==> config.mk <==
export PLATFORM = sky130hd
export DESIGN_NAME = uart_ram_loader
export DESIGN_NICKNAME = d
export VERILOG_FILES = /design/src/rtl/uart_ram_loader.sv
export SDC_FILE = /design/constraint.sdc
export NUM_CORES = 1
export LEC_CHECK = 0
export ABC_AREA = 1
export ABC_CLOCK_PERIOD_IN_PS = 2250
export CAP_MARGIN = 20
export CORE_MARGIN = 2
export CORE_UTILIZATION = 63
export DETAILED_ROUTE_END_ITERATION = 16
export DONT_BUFFER_PORTS = 1
export PLACE_DENSITY = 0.9
export SLEW_MARGIN = 40
export SYNTH_ARGS = -nofsm -noshare
export SYNTH_HDL_FRONTEND = slang
export SYNTH_SLANG_ARGS = --single-unit
==> constraint.sdc <==
create_clock -name CLK_50 -period 2.25 [get_ports CLK_50]
set_clock_uncertainty 0.15 [all_clocks]
set_input_delay 0.675 -clock CLK_50 [delete_from_list [all_inputs] [get_ports CLK_50]]
set_output_delay 0.675 -clock CLK_50 [all_outputs]
set_load 0.005 [all_outputs]
==> src/rtl/uart_ram_loader.sv <==
// UART (8N1, or 8E1 with UART_LOADER_PARITY_EN) to RAM loader: big-endian 16-bit word count,
// then big-endian 16-bit words written from BASE_ADDR, holding the CPU while a load runs.
module uart_ram_loader #(
  parameter int unsigned DATA_WIDTH     = 16,
  parameter int unsigned REGISTER_COUNT = 4096,
  parameter int unsigned BASE_ADDR      = 0,
  parameter int unsigned CLKS_PER_BIT   = 434
) (
  input  logic                              CLK_50,
  input  logic                              reset,
  input  logic                              rx,
  output logic                              ram_we,
  output logic [$clog2(REGISTER_COUNT)-1:0] ram_addr,
  output logic [DATA_WIDTH-1:0]             ram_wdata,
  output logic                              cpu_hold,
  output logic                              load_done,
  output logic                              frame_err
);

  localparam int unsigned AW   = $clog2(REGISTER_COUNT);
  localparam int unsigned CntW = $clog2(CLKS_PER_BIT);
  localparam logic [CntW-1:0] HalfM1 = CntW'(CLKS_PER_BIT / 2 - 1);
  localparam logic [CntW-1:0] FullM1 = CntW'(CLKS_PER_BIT - 1);
  localparam logic [AW-1:0]   BaseA  = AW'(BASE_ADDR);
  localparam logic [AW-1:0]   LastA  = AW'(REGISTER_COUNT - 1);

  typedef enum logic [2:0] {RxIdle, RxStart, RxData, RxParity, RxStop} rx_st_e;
  typedef enum logic [2:0] {LdLenHi, LdLenLo, LdDataHi, LdDataLo, LdDone} ld_st_e;

  rx_st_e          rx_st_q;
  logic            rx_meta_q, rx_sync_q, rx_prev_q;
  logic [CntW-1:0] bit_cnt_q;
  logic [2:0]      bit_idx_q;
  logic [7:0]      rx_shift_q;
`ifdef UART_LOADER_PARITY_EN
  logic            par_ok_q;
`endif

  logic stop_sample, byte_ok, byte_err;

  always_comb begin
    stop_sample = (rx_st_q == RxStop) && (bit_cnt_q == FullM1);
`ifdef UART_LOADER_PARITY_EN
    byte_ok     = stop_sample && rx_sync_q && par_ok_q;
`else
    byte_ok     = stop_sample && rx_sync_q;
`endif
    byte_err    = stop_sample && !byte_ok;
  end

  // Receiver: start bit qualified at mid-bit, then every bit sampled one bit period later.
  always_ff @(posedge CLK_50) begin
    if (reset) begin
      rx_meta_q  <= 1'b1;
      rx_sync_q  <= 1'b1;
      rx_prev_q  <= 1'b1;
      rx_st_q    <= RxIdle;
      bit_cnt_q  <= '0;
      bit_idx_q  <= '0;
      rx_shift_q <= '0;
`ifdef UART_LOADER_PARITY_EN
      par_ok_q   <= 1'b0;
`endif
    end else begin
      rx_meta_q <= rx;
      rx_sync_q <= rx_meta_q;
      rx_prev_q <= rx_sync_q;
      unique case (rx_st_q)
        RxIdle: begin
          bit_cnt_q <= '0;
          if (rx_prev_q && !rx_sync_q) rx_st_q <= RxStart;
        end
        RxStart: begin
          if (bit_cnt_q == HalfM1) begin
            bit_cnt_q <= '0;
            bit_idx_q <= '0;
            rx_st_q   <= rx_sync_q ? RxIdle : RxData;
          end else begin
            bit_cnt_q <= bit_cnt_q + 1'b1;
          end
        end
        RxData: begin
          if (bit_cnt_q == FullM1) begin
            bit_cnt_q  <= '0;
            rx_shift_q <= {rx_sync_q, rx_shift_q[7:1]};
            bit_idx_q  <= bit_idx_q + 1'b1;
`ifdef UART_LOADER_PARITY_EN
            if (bit_idx_q == 3'd7) rx_st_q <= RxParity;
`else
            if (bit_idx_q == 3'd7) rx_st_q <= RxStop;
`endif
          end else begin
            bit_cnt_q <= bit_cnt_q + 1'b1;
          end
        end
        RxParity: begin
          if (bit_cnt_q == FullM1) begin
            bit_cnt_q <= '0;
`ifdef UART_LOADER_PARITY_EN
            par_ok_q  <= (rx_sync_q == ^rx_shift_q);
`endif
            rx_st_q   <= RxStop;
          end else begin
            bit_cnt_q <= bit_cnt_q + 1'b1;
          end
        end
        RxStop: begin
          if (bit_cnt_q == FullM1) rx_st_q <= RxIdle;
          else                     bit_cnt_q <= bit_cnt_q + 1'b1;
        end
        default: rx_st_q <= RxIdle;
      endcase
    end
  end

  ld_st_e          ld_st_q;
  logic            ram_we_q, cpu_hold_q, load_done_q, frame_err_q;
  logic [AW-1:0]   ram_addr_q, next_addr_q;
  logic [DATA_WIDTH-1:0] ram_wdata_q;
  logic [7:0]      len_hi_q, data_hi_q;
  logic [15:0]     remain_q;

  // Loader: ram_addr only moves on a write so it holds the last written address in between.
  always_ff @(posedge CLK_50) begin
    if (reset) begin
      ld_st_q     <= LdLenHi;
      ram_we_q    <= 1'b0;
      ram_addr_q  <= BaseA;
      next_addr_q <= BaseA;
      ram_wdata_q <= '0;
      cpu_hold_q  <= 1'b0;
      load_done_q <= 1'b0;
      frame_err_q <= 1'b0;
      len_hi_q    <= '0;
      data_hi_q   <= '0;
      remain_q    <= '0;
    end else begin
      ram_we_q <= 1'b0;
      // Final write of a load is on the bus this cycle; release the CPU on the next.
      if (ram_we_q && remain_q == 16'd0) begin
        load_done_q <= 1'b1;
        cpu_hold_q  <= 1'b0;
      end
      if (byte_err) begin
        frame_err_q <= 1'b1;
        cpu_hold_q  <= 1'b0;
        ld_st_q     <= LdLenHi;
      end else if (byte_ok) begin
        unique case (ld_st_q)
          LdLenHi, LdDone: begin
            len_hi_q    <= rx_shift_q;
            next_addr_q <= BaseA;
            cpu_hold_q  <= 1'b1;
            load_done_q <= 1'b0;
            ld_st_q     <= LdLenLo;
          end
          LdLenLo: begin
            if ({len_hi_q, rx_shift_q} == 16'd0) begin
              load_done_q <= 1'b1;
              cpu_hold_q  <= 1'b0;
              ld_st_q     <= LdDone;
            end else begin
              remain_q <= {len_hi_q, rx_shift_q};
              ld_st_q  <= LdDataHi;
            end
          end
          LdDataHi: begin
            data_hi_q <= rx_shift_q;
            ld_st_q   <= LdDataLo;
          end
          LdDataLo: begin
            ram_we_q    <= 1'b1;
            ram_wdata_q <= DATA_WIDTH'({data_hi_q, rx_shift_q});
            ram_addr_q  <= next_addr_q;
            next_addr_q <= (next_addr_q == LastA) ? '0 : next_addr_q + 1'b1;
            remain_q    <= remain_q - 1'b1;
            ld_st_q     <= (remain_q == 16'd1) ? LdDone : LdDataHi;
          end
          default: ld_st_q <= LdLenHi;
        endcase
      end
    end
  end

  assign ram_we    = ram_we_q;
  assign ram_addr  = ram_addr_q;
  assign ram_wdata = ram_wdata_q;
  assign cpu_hold  = cpu_hold_q;
  assign load_done = load_done_q;
  assign frame_err = frame_err_q;

endmodule
; ---- After elaboration in Yosys (flattened, before gate mapping)
; Index checks and enable logic that the tools add are counted.
[op_classes]
n_addsub = 4
eq_ne = 21
n_mux = 32
bitwise = 2
n_reduce_logical = 28
[op_table]
columns = op, count
row1 = 9-bit one-hot mux with 4 select lines, 1
row2 = 16-bit zero test, 2
row3 = 16-bit one-hot mux with 2 select lines, 1
row4 = 3-bit 2-to-1 mux, 10
row5 = 9-bit 2-to-1 mux, 3
row6 = 12-bit one-hot mux with 2 select lines, 1
row7 = 16-bit by 1-bit == test with 1-bit output (second input constant), 1
row8 = 16-bit 2-to-1 mux, 1
row9 = 16-bit by 1-bit subtractor with 16-bit output (second input constant), 1
row10 = 3-bit one-hot mux with 5 select lines, 1
row11 = 3-bit AND reduction, 5
row12 = 2-bit inequality test (second input constant), 7
row13 = 12-bit by 1-bit adder with 12-bit output (second input constant), 1
row14 = 12-bit == test (second input constant), 1
row15 = 3-bit by 2-bit == test with 1-bit output (second input constant), 4
row16 = 12-bit 2-to-1 mux, 1
row17 = 3-bit one-hot mux with 4 select lines, 1
row18 = 9-bit by 1-bit adder with 9-bit output (second input constant), 1
row19 = 3-bit == test (second input constant), 3
row20 = 9-bit by 8-bit == test with 1-bit output (second input constant), 1
row21 = 9-bit == test (second input constant), 1
row22 = 1-bit 2-to-1 mux, 8
row23 = 3-bit by 1-bit == test with 1-bit output (second input constant), 2
row24 = 3-bit zero test, 2
row25 = 15 further kinds, 27
[totals]
reg_bits = 105
input_bits = 3
output_inout_bits = 32
elab_cells = 105

; ---- Logic depth before layout (Yosys ltp)
[depth]
word_depth = 7
depth_mapped = 13
ltp_nobuf = 11

; ---- Least setup slack after synthesis
; Ideal clock, no wire load.
[synth_timing]
path_kind = register -> register
from = register bit_cnt_q[0]
to = register remain_q[7]
t_arrival_ns = 1.484
required_ns = 1.984
setup_slack_ns = 0.500
path_stages_with_launch = 13
n_path_buf = 2
path_cell_list = dfxtp_1 ha_1 nand2_1 inv_1 nand2_2 nor2_8 nand3_4 inv_2 buf_8 nand3_4 buf_6 nor2_1 nor2_1
[synth_between]
elab_chain_cells = 7
[synth_lines]
columns = item, line
row1 = from (decl), 32  ; logic [CntW-1:0] bit_cnt_q;
row2 = from (signal assigned), 79  ; bit_cnt_q <= bit_cnt_q + 1'b1;
row3 = from (signal assigned), 93  ; bit_cnt_q <= bit_cnt_q + 1'b1;
row4 = from (signal assigned), 104  ; bit_cnt_q <= bit_cnt_q + 1'b1;
row5 = 9-bit == test (*), 42  ; stop_sample = (rx_st_q == RxStop) && (bit_cnt_q == FullM1);
row6 = 1-bit logical AND (*), 42
row7 = 1-bit logical AND, 46  ; byte_ok = stop_sample && rx_sync_q;
row8 = 1-bit zero test, 48  ; byte_err = stop_sample && !byte_ok;
row9 = 1-bit logical AND, 48
row10 = 1-bit NOT (no line), -
row11 = 4-bit AND reduction (no line) (*), -
row12 = to (signal assigned), 163  ; remain_q <= {len_hi_q, rx_shift_q};
row13 = to (signal assigned), 176  ; remain_q <= remain_q - 1'b1;
row14 = to (decl), 121  ; logic [15:0] remain_q;
; Every way passes the cells marked *; elsewhere a longest branch is shown, timed or not.
; A chain may end at the register's enable or synchronous reset.

; ---- Worst setup path in the final report
[layout_timing]
from = register bit_cnt_q[0]
to = register ld_st_q[0]
[layout_between]
elab_chain_cells = 6
[layout_lines]
columns = item, line
row1 = 9-bit == test (*), 42
row2 = 1-bit logical AND (*), 42
row3 = 1-bit logical AND, 46
row4 = 1-bit zero test, 48
row5 = 1-bit logical AND, 48
row6 = 2-bit OR reduction (no line), -
row7 = to (signal assigned), 126  ; ld_st_q <= LdLenHi;
row8 = to (signal assigned), 147  ; ld_st_q <= LdLenHi;
row9 = to (signal assigned), 155  ; ld_st_q <= LdLenLo;
row10 = to (decl), 116  ; ld_st_e ld_st_q;
; Marks and branches as above.

==> flow_metrics.tcl <==
set metrics [dict create \
    synth_cell_type_count 32 \
    cts-root-buf "sky130_fd_sc_hd__clkbuf_8" \
    seqPwrFrac 0.563 \
    startpoint_type "flip-flop" \
    utilization 0.693 \
    power.combinational.fraction 0.083 \
    synth_area_um2 5090 \
    antenna_found_initial 0 \
    multiInputGateArea_um2 2590 \
    slew_viol_final 0 \
    cp_max_fo 12 \
    clkSlewWorstSetupHoldPaths_ns 0.12 \
    synth_sequential_area_ratio 0.413 \
    worstMarginPinSlew_ns 0.455 \
    wire_per_inst_um 14.0 \
    dr.first_iter.drc_count 307 \
    io_buffers 0 \
    residual_drc 0 \
    async_reset_ff_frac 0 \
    place.detailed.hpwl_um 8310 \
    cts_buffers 9 \
    grt_residual_overflow 0 \
    max_cap_viol_count 0 \
    total_vias_in_the_final_route 4910 \
    cp.arrival_ns 2.27 \
    power_switching_uw 988 \
    end_kind "flip-flop" \
    p_sw_frac 0.287 \
    fp.coreArea_um2 7770 \
    static-leakage-power_nw 2.17 \
    synth.ff_latch_count 105 \
    synth.avg_cell_area_um2 6.83 \
    ios 35 \
    floorplan.initialDensity 0.655 \
    die_area_um2 8810 \
    count_of_flip_flops_with_a_built_in_enable_after_synthesis 0 \
    grt_usage 0.273 \
    antenna-diode-count 0 \
    synth.net_count 757 \
    clock_sink_count 105 \
    ctsHtreeMaxLevel 3 \
    finish.instance_area_um2 5380 \
    internal_portion_of_total_power_mw 2.46 \
    layout-area-overhead-vs-synth_pct 5.76 \
    result_of_the_run "finished, final reports clean" \
    synth_cells 745 \
    finalCritPeriodShare 0.940 \
    total_power_mw 3.45 \
    antenna_left 0 \
    period_minus_slack_ns 2.12 \
    route.final.wire_length_um 11800 \
    rsz_0062_raised_after_global_routing "yes" \
    drt-pass1-iter-count 5 \
    post-cts-setup-buffers 0 \
    gpl.final_weighted_congestion 0.940 \
    register_area_um2 2100 \
    ys_warn_count 0 \
    cp_data_required_time_ns 2.41 \
    wire_length_of_the_first_global_routing_pass_um 19700 \
    first_global_vias 4413 \
    grt_most_used_layer "met2" \
    dominantRegCellSynth "sky130_fd_sc_hd__dfxtp_1" \
    fill_cells 643 \
    ir_drop_mv 0.435 \
    nets 753 \
    hold-worst-slack_ns 0.199 \
    power_frac_clock 0.355 \
    final_layout_size_suffix_gt1_frac 0.0751 \
    cts.path.max_buffers 2 \
    viasPerCell 5.79 \
    final-setup-viol-count 0 \
    max_freq_ghz 0.473 \
    hold_class "in2reg" \
    met1_usage 0.350 \
    gr-usage-met3 0.0570 \
    power_density_nw_per_um2 641 \
    globalRouteMet2Util 0.464 \
    setup_cp_type "reg2reg" \
    finalHoldViolations 0 \
    clkLatencyLatePin_ns 0.38 \
    tritoncts "done" \
    rows 32 \
    floorplan.die.width_um 93.9 \
    relSlewSlack 0.696 \
    pin_count_of_the_biggest_net_entering_global_routing 54 \
    placement.cell_area_um2 5160 \
    die_height_um 93.9 \
]
==> cells by family (layout without fill, tap and decap cells) <==
kind of cell	Yosys count	after routing	synth area share
buf+inv	87	88	0.0785
xor+xnor	4	4	0.00689
flops	105	105	0.413
simple gates	412	412	0.351
fa+ha+maj	9	9	0.0221
compound gates	128	128	0.128
==> final timing paths <==
path	start	to	slack, ns	cells past startpoint
worst min-delay path	reset	ram_wdata[7]	0.20	1
worst max-delay path	bit_cnt_q[0]	ld_st_q[0]	0.13	10
worst min register to register	rx_meta_q	rx_sync_q	0.28	1
worst max register to register	bit_cnt_q[0]	ld_st_q[0]	0.13	10
==> flip-flops by register name, summed over array words and instances (netlist names), 3 cells and up <==
register / flops
bit_cnt_q: 9
bit_idx_q: 3
data_hi_q: 8
rx_shift_q: 8
ram_wdata: 16
next_addr_q: 12
ram_addr: 12
rx_st_q: 3
remain_q: 16
len_hi_q: 8
ld_st_q: 3
==> stage by stage <==
| step | TNS, ns | cells | setup slack, ns |
|---|---|---|---|
| CTS | 0 | 848 | 0.171 |
| detailed placement | 0 | 832 | 0.205 |
| global placement | 0 | 832 | 0.308 |
| floorplan | 0 | 745 | 0.500 |
| finish | 0 | 848 | 0.135 |
| global route | -0.0191 | 848 | -0.00856 |
==> critical path, stage by stage (launching register included) <==
cell                      delay, ns
sky130_fd_sc_hd__dfxtp_1       0.42
sky130_fd_sc_hd__ha_1          0.18
sky130_fd_sc_hd__nand2_1       0.08
sky130_fd_sc_hd__inv_1         0.09
sky130_fd_sc_hd__nand2_2       0.09
sky130_fd_sc_hd__nor2_8        0.15
sky130_fd_sc_hd__nand3_4       0.10
sky130_fd_sc_hd__inv_2         0.22
sky130_fd_sc_hd__buf_4         0.23
sky130_fd_sc_hd__nand2_2       0.14
sky130_fd_sc_hd__a31oi_1       0.19
==> layout by cell type, fill, tap and decap left out <==
master | netlist | routed
sky130_fd_sc_hd__clkbuf_8 | 0 | 9
sky130_fd_sc_hd__nand4_2 | 1 | 1
sky130_fd_sc_hd__nand2_4 | 2 | 2
sky130_fd_sc_hd__nand2_1 | 176 | 176
sky130_fd_sc_hd__inv_8 | 0 | 2
sky130_fd_sc_hd__inv_6 | 0 | 1
sky130_fd_sc_hd__inv_2 | 6 | 7
sky130_fd_sc_hd__nor3b_1 | 1 | 1
sky130_fd_sc_hd__or2_2 | 5 | 5
sky130_fd_sc_hd__nor2_1 | 118 | 118
sky130_fd_sc_hd__o21ai_1 | 7 | 7
sky130_fd_sc_hd__clkinv_8 | 0 | 3
sky130_fd_sc_hd__dfxtp_1 | 105 | 105
sky130_fd_sc_hd__a21oi_2 | 1 | 1
sky130_fd_sc_hd__nor2_2 | 3 | 2
sky130_fd_sc_hd__xor2_1 | 3 | 3
sky130_fd_sc_hd__nand4_1 | 7 | 7
sky130_fd_sc_hd__nand3_1 | 87 | 87
sky130_fd_sc_hd__inv_1 | 51 | 50
sky130_fd_sc_hd__xnor2_1 | 1 | 1
sky130_fd_sc_hd__nand3_4 | 2 | 2
sky130_fd_sc_hd__nor3_1 | 5 | 5
sky130_fd_sc_hd__nand3b_1 | 1 | 1
sky130_fd_sc_hd__nand2_2 | 2 | 2
sky130_fd_sc_hd__buf_4 | 0 | 14
sky130_fd_sc_hd__buf_12 | 0 | 1
sky130_fd_sc_hd__a31oi_1 | 2 | 2
sky130_fd_sc_hd__ha_1 | 9 | 9
sky130_fd_sc_hd__nor2_4 | 1 | 2
sky130_fd_sc_hd__a21oi_1 | 75 | 75
sky130_fd_sc_hd__nor2_8 | 1 | 1
sky130_fd_sc_hd__inv_12 | 0 | 1
sky130_fd_sc_hd__o21bai_1 | 1 | 1
sky130_fd_sc_hd__o22ai_1 | 2 | 2
sky130_fd_sc_hd__o21ai_0 | 40 | 40
==> cell type report <==
type / instances / area share
multi-input combinational: 553 / 0.482
sequential: 105 / 0.391
inverter: 57 / 0.0398
tap: 102 / 0.0237
timing repair buffer: 15 / 0.0233
clock buffer: 9 / 0.0230
clock inverter: 7 / 0.0179
==> per-layer routing <==
layer	wire length (um)	share of wire	vias up
li1	-	-	2420
met1	5070	0.43	2274
met2	5830	0.49	191
met3	756	0.064	25
met4	178	0.015	0
met5	0	0	-
==> Yosys cell counts, drive strengths merged, types with 2 or more instances <==
cell type  count  area (um^2)
nand2        180          696
nor2         123          493
dfxtp        105         2100
nand3         89          470
a21oi         76          384
inv           57          214
o21ai         47          235
buf           15          129
clkbuf        15         56.3
ha             9          113
nand4          8         56.3
nor3           5         25.0
or2            5         31.3
xor2           3         26.3
a31oi          2         12.5
o22ai          2         12.5
==> what timing repair did <==
item / CTS / global route
setup endpoints to repair: 0 / 5
gates resized for setup: 0 / 1
hold buffers: 0 / 0
==> power groups by stage <==
stage	Clock [mW]	Sequential (mW)	Combinational, mW
after floorplan	0	1.97	0.229
after global placement	0	1.98	0.256
after detailed placement	0	1.98	0.283
after CTS	1.24	1.94	0.284
after global routing	1.31	1.95	0.332
final	1.22	1.94	0.285
No activity file was read; power rests on OpenSTA's default activity.
